<file path="src/rtl/lcd_pkg.sv">
// Shared types, init sequences and helpers for the 4-bit character LCD sequencer.
package lcd_pkg;

    typedef enum logic [2:0] {
        PWRUP,
        INIT_NIB,
        INIT_BYTE,
        IDLE,
        SETUP,
        EN_HI,
        GAP,
        EXEC
    } lcd_state_e;

    localparam logic [7:0] LCD_CLEAR = 8'h01;
    localparam logic [7:0] LCD_HOME  = 8'h02;

    localparam int INIT_NIB_N  = 4;
    localparam int INIT_BYTE_N = 4;

    // Nibble-only wake-up sequence that forces the panel into 4-bit mode.
    function automatic logic [3:0] init_nibble(input logic [1:0] idx);
        logic [3:0] nib;
        case (idx)
            2'd3:    nib = 4'h2;
            default: nib = 4'h3;
        endcase
        return nib;
    endfunction

    // Full-byte configuration: 2 lines 5x8, display on, entry increment, clear.
    function automatic logic [7:0] init_byte(input logic [1:0] idx);
        logic [7:0] b;
        case (idx)
            2'd0:    b = 8'h28;
            2'd1:    b = 8'h0C;
            2'd2:    b = 8'h06;
            default: b = LCD_CLEAR;
        endcase
        return b;
    endfunction

    // Clear (0x01) and return-home (0x02/0x03) need the long execution wait.
    function automatic logic is_slow_cmd(input logic rs_b, input logic [7:0] b);
        return !rs_b && ((b == LCD_CLEAR) || (b[7:1] == LCD_HOME[7:1]));
    endfunction

    function automatic int max_of(input int a, input int b);
        return (a > b) ? a : b;
    endfunction

    // Bits needed to hold the largest wait count.
    function automatic int timer_width(input int max_cyc);
        return (max_cyc < 1) ? 1 : $clog2(max_cyc + 1);
    endfunction

endpackage

</file>
<file path="src/rtl/lcd_delay_timer.sv">
// Loadable down-counter shared by every wait in the LCD sequencer.
// A load of N makes done fire in the Nth cycle after the load edge.
module lcd_delay_timer #(
    parameter int           W       = 19,
    parameter logic [W-1:0] RST_VAL = '0
) (
    input  logic         clk,
    input  logic         reset,
    input  logic         load,
    input  logic [W-1:0] load_val,
    output logic         done
);

    logic [W-1:0] cnt_q;
    logic [W-1:0] cnt_d;

    // Next count: reload on request (zero treated as one), else count down to zero.
    always_comb begin
        cnt_d = cnt_q;
        if (load) begin
            cnt_d = (load_val == '0) ? W'(1) : load_val;
        end else if (cnt_q != '0) begin
            cnt_d = cnt_q - W'(1);
        end
    end

    // Count register; reset preloads the power-up wait.
    always_ff @(posedge clk) begin
        if (reset) begin
            cnt_q <= RST_VAL;
        end else begin
            cnt_q <= cnt_d;
        end
    end

    assign done = (cnt_q == W'(1));

endmodule

</file>
<file path="src/rtl/lcd_nibble_sequencer.sv">
// HD44780-style 4-bit LCD sequencer: power-on init, then byte writes from a
// valid/ready requester, split into strobed nibbles with execution waits.
module lcd_nibble_sequencer
    import lcd_pkg::*;
#(
    parameter int PWRUP_CYC = 416667,
    parameter int INIT1_CYC = 113889,
    parameter int INIT2_CYC = 2778,
    parameter int CMD_CYC   = 1112,
    parameter int CLR_CYC   = 45556,
    parameter int SETUP_CYC = 2,
    parameter int EN_CYC    = 13,
    parameter int GAP_CYC   = 28
) (
    input  logic       clkout,
    input  logic       reset,
    input  logic       req_valid,
    input  logic       req_rs,
    input  logic [7:0] req_data,
    output logic       req_ready,
    output logic       init_done,
    output logic       D4,
    output logic       D3,
    output logic       D2,
    output logic       D1,
    output logic       rs,
    output logic       rw,
    output logic       en
);

    localparam int MAX_CYC = max_of(
        max_of(max_of(PWRUP_CYC, INIT1_CYC), max_of(INIT2_CYC, CMD_CYC)),
        max_of(max_of(CLR_CYC, SETUP_CYC), max_of(EN_CYC, GAP_CYC)));
    localparam int TW = timer_width(MAX_CYC);

    localparam logic [TW-1:0] T_PWRUP = TW'(PWRUP_CYC);
    localparam logic [TW-1:0] T_INIT1 = TW'(INIT1_CYC);
    localparam logic [TW-1:0] T_INIT2 = TW'(INIT2_CYC);
    localparam logic [TW-1:0] T_CMD   = TW'(CMD_CYC);
    localparam logic [TW-1:0] T_CLR   = TW'(CLR_CYC);
    localparam logic [TW-1:0] T_SETUP = TW'(SETUP_CYC);
    localparam logic [TW-1:0] T_EN    = TW'(EN_CYC);
    localparam logic [TW-1:0] T_GAP   = TW'(GAP_CYC);

    lcd_state_e  state_q, state_d;
    logic [1:0]  idx_q, idx_d;            // position in the current init list
    logic        nib_only_q, nib_only_d;  // current write is a lone init nibble
    logic        low_q, low_d;            // second (low) nibble of a byte in flight
    logic [7:0]  byte_q, byte_d;
    logic        rs_q, rs_d;
    logic [3:0]  dat_q, dat_d;
    logic        en_q, en_d;
    logic        ready_q, ready_d;
    logic        init_done_q, init_done_d;
    logic        tmr_load;
    logic [TW-1:0] tmr_val;
    logic        tmr_done;
    logic [7:0]  init_byte_w;

    assign init_byte_w = init_byte(idx_q);

    // Wait after a completed write: init nibbles use the staged wake-up delays,
    // bytes use the clear/home wait or the normal command wait.
    function automatic logic [TW-1:0] exec_len(input logic       nib_only,
                                               input logic [1:0] idx,
                                               input logic       rs_b,
                                               input logic [7:0] b);
        logic [TW-1:0] len;
        if (nib_only) begin
            case (idx)
                2'd0:    len = T_INIT1;
                2'd1:    len = T_INIT2;
                default: len = T_CMD;
            endcase
        end else if (is_slow_cmd(rs_b, b)) begin
            len = T_CLR;
        end else begin
            len = T_CMD;
        end
        return len;
    endfunction

    lcd_delay_timer #(
        .W       (TW),
        .RST_VAL (T_PWRUP)
    ) u_timer (
        .clk      (clkout),
        .reset    (reset),
        .load     (tmr_load),
        .load_val (tmr_val),
        .done     (tmr_done)
    );

    // Next-state, nibble mux, init index and timer reloads.
    always_comb begin
        state_d     = state_q;
        idx_d       = idx_q;
        nib_only_d  = nib_only_q;
        low_d       = low_q;
        byte_d      = byte_q;
        rs_d        = rs_q;
        dat_d       = dat_q;
        en_d        = en_q;
        init_done_d = init_done_q;
        tmr_load    = 1'b0;
        tmr_val     = T_SETUP;

        case (state_q)
            PWRUP: begin
                if (tmr_done) begin
                    idx_d   = 2'd0;
                    state_d = INIT_NIB;
                end
            end
            INIT_NIB: begin
                nib_only_d = 1'b1;
                rs_d       = 1'b0;
                dat_d      = init_nibble(idx_q);
                state_d    = SETUP;
                tmr_load   = 1'b1;
                tmr_val    = T_SETUP;
            end
            INIT_BYTE: begin
                nib_only_d = 1'b0;
                low_d      = 1'b0;
                rs_d       = 1'b0;
                byte_d     = init_byte_w;
                dat_d      = init_byte_w[7:4];
                state_d    = SETUP;
                tmr_load   = 1'b1;
                tmr_val    = T_SETUP;
            end
            IDLE: begin
                if (req_valid && ready_q) begin
                    nib_only_d = 1'b0;
                    low_d      = 1'b0;
                    rs_d       = req_rs;
                    byte_d     = req_data;
                    dat_d      = req_data[7:4];
                    state_d    = SETUP;
                    tmr_load   = 1'b1;
                    tmr_val    = T_SETUP;
                end
            end
            SETUP: begin
                if (tmr_done) begin
                    en_d     = 1'b1;
                    state_d  = EN_HI;
                    tmr_load = 1'b1;
                    tmr_val  = T_EN;
                end
            end
            EN_HI: begin
                if (tmr_done) begin
                    en_d     = 1'b0;
                    state_d  = GAP;
                    tmr_load = 1'b1;
                    tmr_val  = T_GAP;
                end
            end
            GAP: begin
                if (tmr_done) begin
                    tmr_load = 1'b1;
                    if (!nib_only_q && !low_q) begin
                        low_d   = 1'b1;
                        dat_d   = byte_q[3:0];
                        state_d = SETUP;
                        tmr_val = T_SETUP;
                    end else begin
                        state_d = EXEC;
                        tmr_val = exec_len(nib_only_q, idx_q, rs_q, byte_q);
                    end
                end
            end
            EXEC: begin
                if (tmr_done) begin
                    if (init_done_q) begin
                        state_d = IDLE;
                    end else if (nib_only_q) begin
                        if (idx_q == 2'(INIT_NIB_N - 1)) begin
                            idx_d   = 2'd0;
                            state_d = INIT_BYTE;
                        end else begin
                            idx_d   = idx_q + 2'd1;
                            state_d = INIT_NIB;
                        end
                    end else if (idx_q == 2'(INIT_BYTE_N - 1)) begin
                        idx_d       = 2'd0;
                        init_done_d = 1'b1;
                        state_d     = IDLE;
                    end else begin
                        idx_d   = idx_q + 2'd1;
                        state_d = INIT_BYTE;
                    end
                end
            end
            default: state_d = PWRUP;
        endcase

        ready_d = (state_d == IDLE) && init_done_d;
    end

    // Control and pin registers; reset returns to power-up with the pins low.
    always_ff @(posedge clkout) begin
        if (reset) begin
            state_q     <= PWRUP;
            idx_q       <= 2'd0;
            nib_only_q  <= 1'b1;
            low_q       <= 1'b0;
            rs_q        <= 1'b0;
            dat_q       <= 4'h0;
            en_q        <= 1'b0;
            ready_q     <= 1'b0;
            init_done_q <= 1'b0;
        end else begin
            state_q     <= state_d;
            idx_q       <= idx_d;
            nib_only_q  <= nib_only_d;
            low_q       <= low_d;
            rs_q        <= rs_d;
            dat_q       <= dat_d;
            en_q        <= en_d;
            ready_q     <= ready_d;
            init_done_q <= init_done_d;
        end
    end

    // Latched byte being written; only read while a byte write is in flight.
    always_ff @(posedge clkout) begin
        byte_q <= byte_d;
    end

    assign req_ready = ready_q;
    assign init_done = init_done_q;
    assign D4        = dat_q[3];
    assign D3        = dat_q[2];
    assign D2        = dat_q[1];
    assign D1        = dat_q[0];
    assign rs        = rs_q;
    assign rw        = 1'b0;
    assign en        = en_q;

endmodule

</file>
<file path="config.mk">
export PLATFORM = sky130hd
export DESIGN_NAME = lcd_nibble_sequencer
export DESIGN_NICKNAME = d
export VERILOG_FILES = /design/src/rtl/lcd_pkg.sv /design/src/rtl/lcd_delay_timer.sv /design/src/rtl/lcd_nibble_sequencer.sv
export SDC_FILE = /design/constraint.sdc
export NUM_CORES = 1
export LEC_CHECK = 0
export ABC_CLOCK_PERIOD_IN_PS = 6800
export BUFFER_PORTS_ARGS = -buffer_cell sky130_fd_sc_hd__buf_2
export CORE_ASPECT_RATIO = 0.7
export CORE_MARGIN = 8
export CORE_UTILIZATION = 55
export CTS_CLUSTER_SIZE = 8
export DETAILED_ROUTE_END_ITERATION = 12
export HOLD_SLACK_MARGIN = 0.08
export MAX_ROUTING_LAYER = met4
export PLACE_DENSITY = 0.75
export SETUP_SLACK_MARGIN = 0.4
export SLEW_MARGIN = 20
export SYNTH_ARGS = -nofsm -noshare
export SYNTH_HDL_FRONTEND = slang
export SYNTH_HIERARCHICAL = 1
export SYNTH_SLANG_ARGS = --single-unit
</file>
<file path="constraint.sdc">
create_clock -name clkout -period 6.8 [get_ports clkout]
set_input_delay 0.34 -clock clkout [delete_from_list [all_inputs] [get_ports clkout]]
set_output_delay 0.34 -clock clkout [all_outputs]
set_load 0.005 [all_outputs]
</file>
==> metrics.txt <==
Global Route Usage Sum 18.5%; synth top area cells dfxtp_1, edfxtp_1, ha_1; vias per cell 6.31; hold_buf cts 0; worst IR drop on VDD 119 uV; routing usage on met1 between 20% and 30%; Die Wd 98.9 um; cell leakage power 1.10 nW; initial antenna violation count 0; CP required 7030 ps; Max Clock Skew 9.08 ps; sequential fraction of the synthesis area between 30% and 40%; max_cap viols 0; RSZ-0062 raised after global routing no; CTS root buffer clkbuf_8; vias in the first global route 2,176; global-route wire length before repair around 11,000 um; core area 4700 um^2; GRT busiest layer met1; Initial Util 56.3%; post-layout util 60.5%; EDFF count, synth 8; Power Internal around 0.00034 W; # port buffers 19; Sw Share 22.1%; TritonRoute pass-1 iters 5; PnR Total Power between 0.0004 and 0.0005 W; DR iter-0 viols 332; worst-skew pair later-pin latency 290 ps; Avg WL per Cell between 15 and 20 um; Yosys cell types 63; asr flop ratio synth 0%; largest net degree at the start of global routing 33; DRT antenna net count 0; hold crit path type in -> reg; # nets final 341; number of placement rows 21; Hold Fails Final Rpt 0; register bit total from synthesis 42; Area Overhead vs Synth 7.51%; Ys Warns 6; slew margin rel. 42.0%; status finished clean; Post-synth top flop dfxtp_1; final period utilization 60.0%; endpoints failing setup 0; GRT Residual Overflow 0; Synth top cells by count dfxtp_1, nand2_1, nor2_1; antenna cells 0; Mapped Cells between 300 and 400; layout cell share with drive strength beyond 1 between 10% and 20%; Final GP Congestion 0.908; Max FO, Critical Path 10; CTS Buffer Depth 2; NetSw between 0.00009 and 0.0001 W; R2R Setup Slk between 2000 and 3000 ps; CTS-repair resized insts 0; share of the synthesized area in the top cell type 25.7%; met2 Usage GRT 24.9%; CP endpoint kind flip-flop; met3 usage about 3.7%; H-tree depth 2; hold_ws 339 ps; Pwr Density 155 nW/um^2; Final WS setup 2720 ps; # IOs 21; CTS tree built; fin. max-slew vios 0; final wirelength 6420 um; Die Footprint 7330 um^2; top-count cell post-synth dfxtp_1; DRC viols 0; Worst Setup Start Kind flip-flop; Comb power frac 4.4%; CTS clk-pin slew, worst paths 80 ps; Post-Syn Area 2650 um^2; Clock power frac a little under two fifths; f_max 245 MHz; critical path arrival 4300 ps; sequential power share between 50% and 60%; Tightest Pin Transition 870 ps; Setup TNS Final 0 ps; Setup WS pre-CTS 2880 ps; post-route minimum period 4080 ps; DR vias 2,380; Synth area leader dfxtp_1; CP Class reg -> reg; Avg Inst Size Synth between 8 and 9 um^2; Post-CTS Setup Bufs 0; HPWL after DPL 4810 um; total CTS buffers 5; Chip Height 74.1 um; CTS Sinks 42
==> per-stage QoR <==
stage                     instances  area, um^2
after floorplan                 310        2670
after global placement          369        2760
after detailed placement        369        2760
after CTS                       377        2850
after global routing            377        2850
final                           377        2850
==> registers in the layout, summed over array words and instances (netlist names) <==
| signal | cells |
|---|---|
| init_done | 1 |
| u_timer/cnt_q | 19 |
| req_ready | 1 |
| rs | 1 |
| en | 1 |
| byte_q | 8 |
| dat_q | 4 |
| low_q | 1 |
| idx_q | 2 |
| state_q | 3 |
| nib_only_q | 1 |
==> power by group through the flow <==
stage / Combinational [W] / Clock, W / Sequential [W]
after CTS: 0.0000191 / 0.000170 / 0.000256
after floorplan: 0.0000124 / 0 / 0.000262
after detailed placement: 0.0000191 / 0 / 0.000262
after global routing: 0.0000213 / 0.000178 / 0.000257
final: 0.0000195 / 0.000166 / 0.000256
after global placement: 0.0000183 / 0 / 0.000262
==> critical path, cell delays in order, from the launching register on <==
cell      delay [ps]
dfxtp_1          360
or4_4            610
nor4_4           510
and3_2           390
nand2_1          230
or4_1            680
nand2_1          260
nor3_1            90
and3_1           200
a31oi_1          390
a211oi_1         150
a31oi_1          160
==> layer usage <==
metal / up-vias / part of all wire [%]
li1: 1140 / -
met1: 1138 / 51
met2: 98 / 41
met3: 4 / 7.3
met4: 0 / 0.51
met5: - / 0
==> logic make-up (layout without fill, tap and decap cells) <==
kind of cell               after synthesis  in the layout  share of synthesized area (%)
and+or+nand+nor                        116            116                           25.6
buffers and inverters                   36             46                           6.10
AOI/OAI and AO/OA                       78             78                           21.1
DFF                                     42             42                           34.8
muxes                                    7              7                           2.88
other                                    1              7                          0.142
xor gates and xnor gates                14             14                           4.63
adders and majority gates               10             10                           4.73
==> placed cells by master, fill, tap and decap left out, drive strengths merged, types with 6 or more instances in the layout <==
cell type,Yosys,final
edfxtp,8,8
a21oi,17,17
nor4,14,14
conb,1,7
o21ai,15,15
a221o,6,6
nor2,19,19
clkbuf,9,7
and2,8,8
ha,10,10
and3,7,7
xnor2,10,10
nor2b,6,6
nand2,20,20
a31oi,6,6
buf,9,20
dfxtp,34,34
inv,18,18
nor3,17,17
==> worst paths after layout <==
kind	from	end	cells after the start
hold / removal	req_data[3]	byte_q[3]$_DFFE_PP_	3
hold reg to reg	dat_q[0]$_SDFFE_PP0P_	dat_q[0]$_SDFFE_PP0P_	2
setup / recovery	u_timer/cnt_q[9]$_SDFFE_PP1P_	u_timer/cnt_q[12]$_SDFFE_PP1P_	11
setup reg to reg	u_timer/cnt_q[9]$_SDFFE_PP1P_	u_timer/cnt_q[12]$_SDFFE_PP1P_	11
==> final cells by class <==
cell class / count / area (um^2)
multi-input combinational: 232 / 1590
timing repair buffer: 20 / 103
sequential: 42 / 921
inverter: 18 / 67.6
clock buffer: 7 / 86.3
clock inverter: 1 / 5.00
fill: 411 / 1860
tap: 57 / 71.3
No activity file was read; power rests on OpenSTA's default activity.
